**src/rtl/dds_pkg.sv**
```systemverilog
// Shared parameter defaults and FSM encoding for the DDS phase accumulator.
package dds_pkg;

    localparam int unsigned ACC_WIDTH_DEF  = 32;
    localparam int unsigned ADDR_WIDTH_DEF = 10;

    // Tuning-word controller states
    typedef enum logic [1:0] {
        IDLE    = 2'd0,
        RUN     = 2'd1,
        PENDING = 2'd2
    } dds_state_e;

endpackage

```
**src/rtl/dds_tune_ctrl.sv**
```systemverilog
// Tuning-word handshake and FSM. Holds the active FTW and defers a new word
// received while running until the next phase boundary (overflow, clear, or stop).
module dds_tune_ctrl
    import dds_pkg::*;
#(
    parameter int unsigned ACC_WIDTH = ACC_WIDTH_DEF
) (
    input  logic                 clock,
    input  logic                 reset_n,
    input  logic                 enable,
    input  logic                 sync_clear,
    input  logic                 carry_c,
    input  logic                 tune_valid,
    input  logic [ACC_WIDTH-1:0] tune_word,
    output logic                 tune_ready_c,
    output logic [ACC_WIDTH-1:0] ftw_active
);

    dds_state_e           state;
    dds_state_e           state_nxt;
    logic [ACC_WIDTH-1:0] ftw_pending;
    logic [ACC_WIDTH-1:0] ftw_pending_nxt;
    logic [ACC_WIDTH-1:0] ftw_active_nxt;
    logic                 xfer_c;

    // Ready whenever no word is parked; a transfer is valid && ready
    assign tune_ready_c = (state != PENDING);
    assign xfer_c       = tune_valid && tune_ready_c;

    // State and tuning-word registers; reset discards any pending word
    always_ff @(posedge clock or negedge reset_n) begin
        if (!reset_n) begin
            state       <= IDLE;
            ftw_active  <= '0;
            ftw_pending <= '0;
        end else begin
            state       <= state_nxt;
            ftw_active  <= ftw_active_nxt;
            ftw_pending <= ftw_pending_nxt;
        end
    end

    // Next-state and FTW selection
    always_comb begin
        state_nxt       = state;
        ftw_active_nxt  = ftw_active;
        ftw_pending_nxt = ftw_pending;
        case (state)
            IDLE: begin
                if (xfer_c) begin
                    ftw_active_nxt = tune_word;
                end
                if (enable) begin
                    state_nxt = RUN;
                end
            end
            RUN: begin
                if (!enable) begin
                    // Stopping is itself a phase boundary, so apply directly
                    state_nxt = IDLE;
                    if (xfer_c) begin
                        ftw_active_nxt = tune_word;
                    end
                end else if (xfer_c) begin
                    ftw_pending_nxt = tune_word;
                    state_nxt       = PENDING;
                end
            end
            PENDING: begin
                // Zero FTW would never overflow, so apply at once to avoid deadlock
                if (!enable || sync_clear || carry_c || (ftw_active == '0)) begin
                    ftw_active_nxt = ftw_pending;
                    state_nxt      = enable ? RUN : IDLE;
                end
            end
            default: begin
                state_nxt = IDLE;
            end
        endcase
    end

endmodule

```
**src/rtl/dds_phase_accumulator.sv**
```systemverilog
// DDS phase accumulator: accumulates the active FTW and produces a registered
// LUT address from the top accumulator bits plus a phase offset.
module dds_phase_accumulator
    import dds_pkg::*;
#(
    parameter int unsigned ACC_WIDTH  = ACC_WIDTH_DEF,
    parameter int unsigned ADDR_WIDTH = ADDR_WIDTH_DEF
) (
    input  logic                  clock,
    input  logic                  reset_n,
    input  logic                  enable,
    input  logic                  sync_clear,
    input  logic                  tune_valid,
    input  logic [ACC_WIDTH-1:0]  tune_word,
    output logic                  tune_ready,
    input  logic [ADDR_WIDTH-1:0] phase_offset,
    output logic [ADDR_WIDTH-1:0] addr,
    output logic                  addr_valid,
    output logic                  sample_valid,
    output logic                  wrap
);

    logic [ACC_WIDTH-1:0] acc;
    logic [ACC_WIDTH-1:0] ftw_active;
    logic [ACC_WIDTH:0]   sum_c;
    logic                 carry_c;

    // Extended sum exposes the overflow carry
    assign sum_c   = {1'b0, acc} + {1'b0, ftw_active};
    assign carry_c = enable && sum_c[ACC_WIDTH];

    dds_tune_ctrl #(
        .ACC_WIDTH (ACC_WIDTH)
    ) u_tune_ctrl (
        .clock        (clock),
        .reset_n      (reset_n),
        .enable       (enable),
        .sync_clear   (sync_clear),
        .carry_c      (carry_c),
        .tune_valid   (tune_valid),
        .tune_word    (tune_word),
        .tune_ready_c (tune_ready),
        .ftw_active   (ftw_active)
    );

    // Phase accumulator; clear has priority over advance
    always_ff @(posedge clock or negedge reset_n) begin
        if (!reset_n) begin
            acc <= '0;
        end else if (sync_clear) begin
            acc <= '0;
        end else if (enable) begin
            acc <= sum_c[ACC_WIDTH-1:0];
        end
    end

    // Address, valid pipeline and wrap pulse from the pre-update accumulator
    always_ff @(posedge clock or negedge reset_n) begin
        if (!reset_n) begin
            addr         <= '0;
            addr_valid   <= 1'b0;
            sample_valid <= 1'b0;
            wrap         <= 1'b0;
        end else begin
            addr         <= acc[ACC_WIDTH-1 -: ADDR_WIDTH] + phase_offset;
            addr_valid   <= enable;
            sample_valid <= addr_valid;
            wrap         <= carry_c && !sync_clear;
        end
    end

endmodule

```
**config.mk**
```make
export PLATFORM = sky130hd
export DESIGN_NAME = dds_phase_accumulator
export DESIGN_NICKNAME = d
export VERILOG_FILES = /design/src/rtl/dds_pkg.sv /design/src/rtl/dds_tune_ctrl.sv /design/src/rtl/dds_phase_accumulator.sv
export SDC_FILE = /design/constraint.sdc
export NUM_CORES = 1
export LEC_CHECK = 0
export BUFFER_PORTS_ARGS = -buffer_cell sky130_fd_sc_hd__buf_2
export CORE_UTILIZATION = 60
export CTS_CLUSTER_DIAMETER = 100
export DETAILED_ROUTE_END_ITERATION = 12
export PLACE_DENSITY = 0.89
export SLEW_MARGIN = 5
export SYNTH_ARGS = -nofsm -noshare
export SYNTH_HDL_FRONTEND = slang
export SYNTH_SLANG_ARGS = --single-unit
```
**constraint.sdc**
```tcl
create_clock -name clock -period 6.3 [get_ports clock]
set_input_delay 1.26 -clock clock [delete_from_list [all_inputs] [get_ports clock]]
set_output_delay 1.26 -clock clock [all_outputs]
set_load 0.03 [all_outputs]
```
# Word level (Yosys, flattened, before mapping)
# Cells that the tools add are included.
[word_totals] register_bits=111 input_bits=47 output_inout_bits=14 elab_cells=44
[op_classes] add_sub_neg=2 n_eq_ne=7 mux=12 n_reduce_logical=15
[op_table] op="32-bit two-way mux" count=5
[op_table] op="32-bit one-hot mux with 3 select lines" count=1
[op_table] op="32-bit by 32-bit adder with 33-bit output" count=1
[op_table] op="32-bit zero test" count=1
[op_table] op="10-bit adder" count=1
[op_table] op="3-bit AND reduction" count=3
[op_table] op="2-bit two-way mux" count=4
[op_table] op="2-bit inequality test, second input constant" count=3
[op_table] op="2-bit one-hot mux with 3 select lines" count=1
[op_table] op="1-bit logical AND" count=3
[op_table] op="1-bit logical OR" count=3
[op_table] op="3-bit by 2-bit inequality test with 1-bit output, second input constant" count=1
[op_table] op="3-bit nonzero test" count=1
[op_table] op="2-bit by 1-bit == test with 1-bit output, second input constant" count=1
[op_table] op="2-bit == test, second input constant" count=1
[op_table] op="1-bit zero test" count=2
[op_table] op="2-bit zero test" count=1
[op_table] op="2-bit by 1-bit inequality test with 1-bit output, second input constant" count=1
[op_table] op="2-bit nonzero test" count=1
[op_table] op="1-bit two-way mux" count=1

# Longest topological paths before layout
[logic_depth] ltp_word=6 ltp_mapped=13 depth_no_buf=11

# Modules after synthesis
# From an unflattened synthesis, not the netlist that was laid out.
[hier_totals] hier_cells=721 area_unflattened_um2=7233.2
[modules_own_cells] module="dds_phase_accumulator" n_inst=1 cells_each=454 area_per_inst_um2=3872.5 seq_area_each_um2=1126.1
[modules_own_cells] module="dds_tune_ctrl" n_inst=1 cells_each=267 area_per_inst_um2=3360.7 seq_area_each_um2=1651.6

# Least setup slack after synthesis
# OpenSTA, ideal clock, no wires.
[synth_path] path_kind="in2reg" start="in enable" end="reg u_tune_ctrl.ftw_active[10]" setup_time_ns=0.125 t_arrival_ns=3.148 required_time_ns=6.175 slack_ns=3.026 path_stages=11 path_buffers=3 path_cell_list="buf_2 -> inv_2 -> nor2_2 -> o211ai_1 -> o21bai_1 -> or4_4 -> nand2_2 -> or2_1 -> buf_6 -> buf_12 -> mux2_4"
[synth_via] elab_chain_cells=6 elab_cells_between_ends=8 cone_classes="eq/ne (2); reduce/logical (6)"
[synth_rtl] item="start: declaration" line="dds_phase_accumulator.sv:11" text="input logic enable,"
[synth_rtl] item="1-bit zero test"
[synth_rtl] item="1-bit logical OR (3 in a row)" line="dds_tune_ctrl.sv:71" text="if (!enable || sync_clear || carry_c || (ftw_active == '0)) begin"
[synth_rtl] item="2-bit by 1-bit inequality test with 1-bit output (no source line)"
[synth_rtl] item="3-bit AND reduction (no source line) *"
[synth_rtl] item="end signal: assignment" line="dds_tune_ctrl.sv:38" text="ftw_active <= ftw_active_nxt;"
[synth_rtl] item="end: declaration" line="dds_tune_ctrl.sv:16" text="output logic [ACC_WIDTH-1:0] ftw_active"
# Mark *: on every way between the ends. The rest lies on a longest branch, timed or not.
# A chain may end at the register's enable or synchronous reset.

# Worst setup path in the final report
[layout_path] start="in enable" end="reg u_tune_ctrl.ftw_active[0]"
# Same word-level chain as after synthesis.

==> results.sh <==
export IMPL_worst_pin_slew_ns=1.23
export IMPL_required_ns=6.54
export IMPL_grt_pass1_wl_um=25600
export IMPL_route_detailed_drc=0
export IMPL_synth_compound_area_share_pct=13.0
export IMPL_globalplace_congestion=0.943
export IMPL_ys_seq_area_share_pct=40.7
export IMPL_yosys_warnings=0
export IMPL_wl_per_cell_um=19.4
export IMPL_leakagePower_nw=3.49
export IMPL_dpl_hpwl_um=11600
export IMPL_cp_slowest_cell="or2_2"
export IMPL_arrival_ns=4.20
export IMPL_crit_end="u_tune_ctrl.ftw_active[0]$_DFFE_PN0P_"
export IMPL_route_vias_total=5154
export IMPL_worst_skew_pair_late_latency_ns=0.36
export IMPL_synth_adder_area_share_pct=8.11
export IMPL_worstSetupPathType="primary input to register"
export IMPL_drive_gt1_share_pct=27.1
export IMPL_syn_avg_cell_area_um2=10.9
export IMPL_power_density_nw_per_um2=511
export IMPL_ys_flop_type="dfrtp_1"
export IMPL_post_route_util_pct=68.3
export IMPL_hold_viol=0
export IMPL_cpPeakStageDelay_ns=0.81
export IMPL_rsz0062_at_grt="false"
export IMPL_rows=38
export IMPL_clock_sinks=111
export IMPL_area_delta_synth_final_pct=9.54
export IMPL_grt_pass1_vias=5071
export IMPL_totalWireLength_um=15800
export IMPL_setup_viol=0
export IMPL_grt_max_degree=64
export IMPL_antenna_found_initial=0
export IMPL_reg2regPathDepth=9
export IMPL_grt_usage_pct=28.8
export IMPL_grt_ovfl_total=0
export IMPL_rrSetupSlack_ns=2.72
export IMPL_synth_nets=714
export IMPL_r2r_end="u_tune_ctrl.ftw_active[0]$_DFFE_PN0P_"
export IMPL_maxCapViolCount=0
export IMPL_cts_made_buffers=9
export IMPL_dr_first_iter_drc_count=311
export IMPL_min_path_type="register to register"
export IMPL_fp_dieArea_um2=11800
export IMPL_ys_types=67
export IMPL_n_antenna_cell=0
export IMPL_worstSetupEndpointType="register"
export IMPL_cts_tree="built"
export IMPL_synth_edff_count=0
export IMPL_cts_root_buf="clkbuf_16"
export IMPL_core_um2=10900
export IMPL_io_buffers=60
export IMPL_synth_xor_area_share_pct=3.21
export IMPL_pin_count=61
export IMPL_crit_start="enable"
export IMPL_max_freq_ghz=0.252
export IMPL_relSlewSlack_pct=17.9
export IMPL_status="finished clean"
export IMPL_start_kind="primary input"
export IMPL_cts_hold_buf=0
export IMPL_worst_ir_drop_vdd_mv=0.367
export IMPL_route_antenna_remaining_nets=0
export IMPL_synth_top_family_by_area="multiplexers"
export IMPL_syn_cell_area_um2=6820
export IMPL_final_net_count=761
export IMPL_cts_setup_buffers=0
export IMPL_total_power_mw=3.82
export IMPL_fin_setup_tns_ns=0
export IMPL_die_h_um=109
export IMPL_maxSlewViolCount=0
export IMPL_synth_area_mux_share_pct=19.8
export IMPL_clk_path_buf_depth=2
export IMPL_crit_fanout=32
export IMPL_post_route_min_period_ns=3.96
export IMPL_syn_instance_count=624
export IMPL_r2r_start="acc[13]$_DFFE_PN0P_"
export IMPL_fin_worst_skew_ns=0.0107
export IMPL_post_cts_resized=0
export IMPL_htree_num_levels=3
export IMPL_path_clk_slew_ns=0.07
export IMPL_drt_pass1_iter_count=5
export IMPL_yosys_area_share_simple_pct=11.6
export IMPL_start_util_pct=62.4
export IMPL_synth_seq_cells=111
export IMPL_synthArstFlopShare_pct=100
export IMPL_viasPerCell=6.32
export IMPL_die_w_um=109
export IMPL_path_cells="buf_2 -> inv_2 -> nor2_2 -> o211ai_1 -> o21bai_1 -> or4_4 -> nand2_2 -> or2_2 -> mux2_1"
export IMPL_min_period_over_period_pct=62.9
## sequential cells by signal, summed over array words and instances, names as in the netlist
register and cells:
sample_valid 1, wrap 1, u_tune_ctrl.state 2, addr_valid 1
u_tune_ctrl.ftw_active 32, u_tune_ctrl.ftw_pending 32, acc 32, addr 10
## routing by layer
metal,track usage [%],part of all wire (%),wire (um),vias up
met4,8.59,2.0,313,0
met1,38.0,43,6800,2537
met5,0,0,0,-
li1,-,-,-,2397
met2,47.1,49,7700,189
met3,7.05,6.3,1000,31
## worst max-delay path: cells and delay by family
kind	cells	cell delay (ns)
mux	1	0.39
simple gates	4	1.49
compound gates	2	0.32
buf+inv	2	0.68
## report_power, final
| group | switching (mW) | leakage, nW | internal (mW) |
|---|---|---|---|
| registers | 0.239 | 1.36 | 1.00 |
| clock network | 0.271 | 0.155 | 0.352 |
| logic | 1.09 | 1.97 | 0.864 |
## kinds of logic after synthesis
kind of cell	count (synthesis)
AOI/OAI and AO/OA	131
DFF	111
buffers and inverters	46
and+or+nand+nor	156
adders and majority gates	43
xor gates and xnor gates	25
muxes	112
## synth_stat cells, drive strengths merged (4+ instances only)
master	number	area share (%)
nand4	10	0.92
a211oi	8	0.95
o211ai	10	1.2
nor2b	6	0.55
nand3	13	0.95
nor4	13	1.2
xor2	9	1.2
a21o	12	1.3
or2	4	0.37
a221o	5	0.73
buf	14	1.8
nor3	10	0.73
mux2	94	17
inv	18	0.99
dfrtp	111	41
and3	4	0.37
o21ai	21	1.5
clkbuf	14	0.77
nand2b	5	0.46
xnor2	16	2.1
mux2i	18	2.6
nand2	36	2.1
and2	5	0.46
ha	41	7.5
a21oi	43	3.2
o21bai	4	0.44
a32oi	4	0.51
nor2	40	2.2
## cell usage in the layout, fill, tap and decap left out, types with 7 or more instances in the layout
master,Yosys,layout
o21ai_0,20,20
o211ai_1,9,9
ha_1,41,41
nor4_1,13,13
nand2_1,34,34
nand4_1,10,10
nor2_1,39,39
nand3_1,13,13
buf_2,7,59
mux2i_1,18,18
xnor2_1,16,16
a211oi_1,7,7
nor3_1,10,10
dfrtp_1,111,111
a21oi_1,42,42
mux2_4,29,29
clkbuf_16,0,9
mux2_2,63,63
inv_1,17,17
a21o_1,12,12
xor2_1,9,9
## metrics by stage
stage	setup slack (ns)	hold WS (ns)	std cells	area [um2]
6_report	2.34	0.378	815	7470
5_1_grt	2.21	0.392	815	7470
3_3_place_gp	2.16	0.356	800	7150
4_1_cts	2.38	0.380	815	7470
2_1_floorplan	3.03	0.456	624	6820
3_5_place_dp	2.01	0.356	800	7150
## layout make-up
class / count / area (um2)
multi-input cells: 467 / 3800
clock buffers: 10 / 229
repair buffers: 64 / 333
well taps: 140 / 175
fillers: 823 / 3460
inverters: 18 / 67.6
clock inverters: 5 / 88.8
flip-flops and latches: 111 / 2780
## worst min-delay path by stage
stage | startpoint | end | slack, ns | depth (start not counted)
floorplan | acc[15]$_DFFE_PN0P_ | acc[15]$_DFFE_PN0P_ | 0.46 | 2
global placement | addr_valid$_DFF_PN0_ | sample_valid$_DFF_PN0_ | 0.36 | 0
detailed placement | addr_valid$_DFF_PN0_ | sample_valid$_DFF_PN0_ | 0.36 | 0
CTS | addr_valid$_DFF_PN0_ | sample_valid$_DFF_PN0_ | 0.38 | 0
global route | addr_valid$_DFF_PN0_ | sample_valid$_DFF_PN0_ | 0.39 | 0
finish | addr_valid$_DFF_PN0_ | sample_valid$_DFF_PN0_ | 0.38 | 0
No activity file was read; power rests on OpenSTA's default activity.
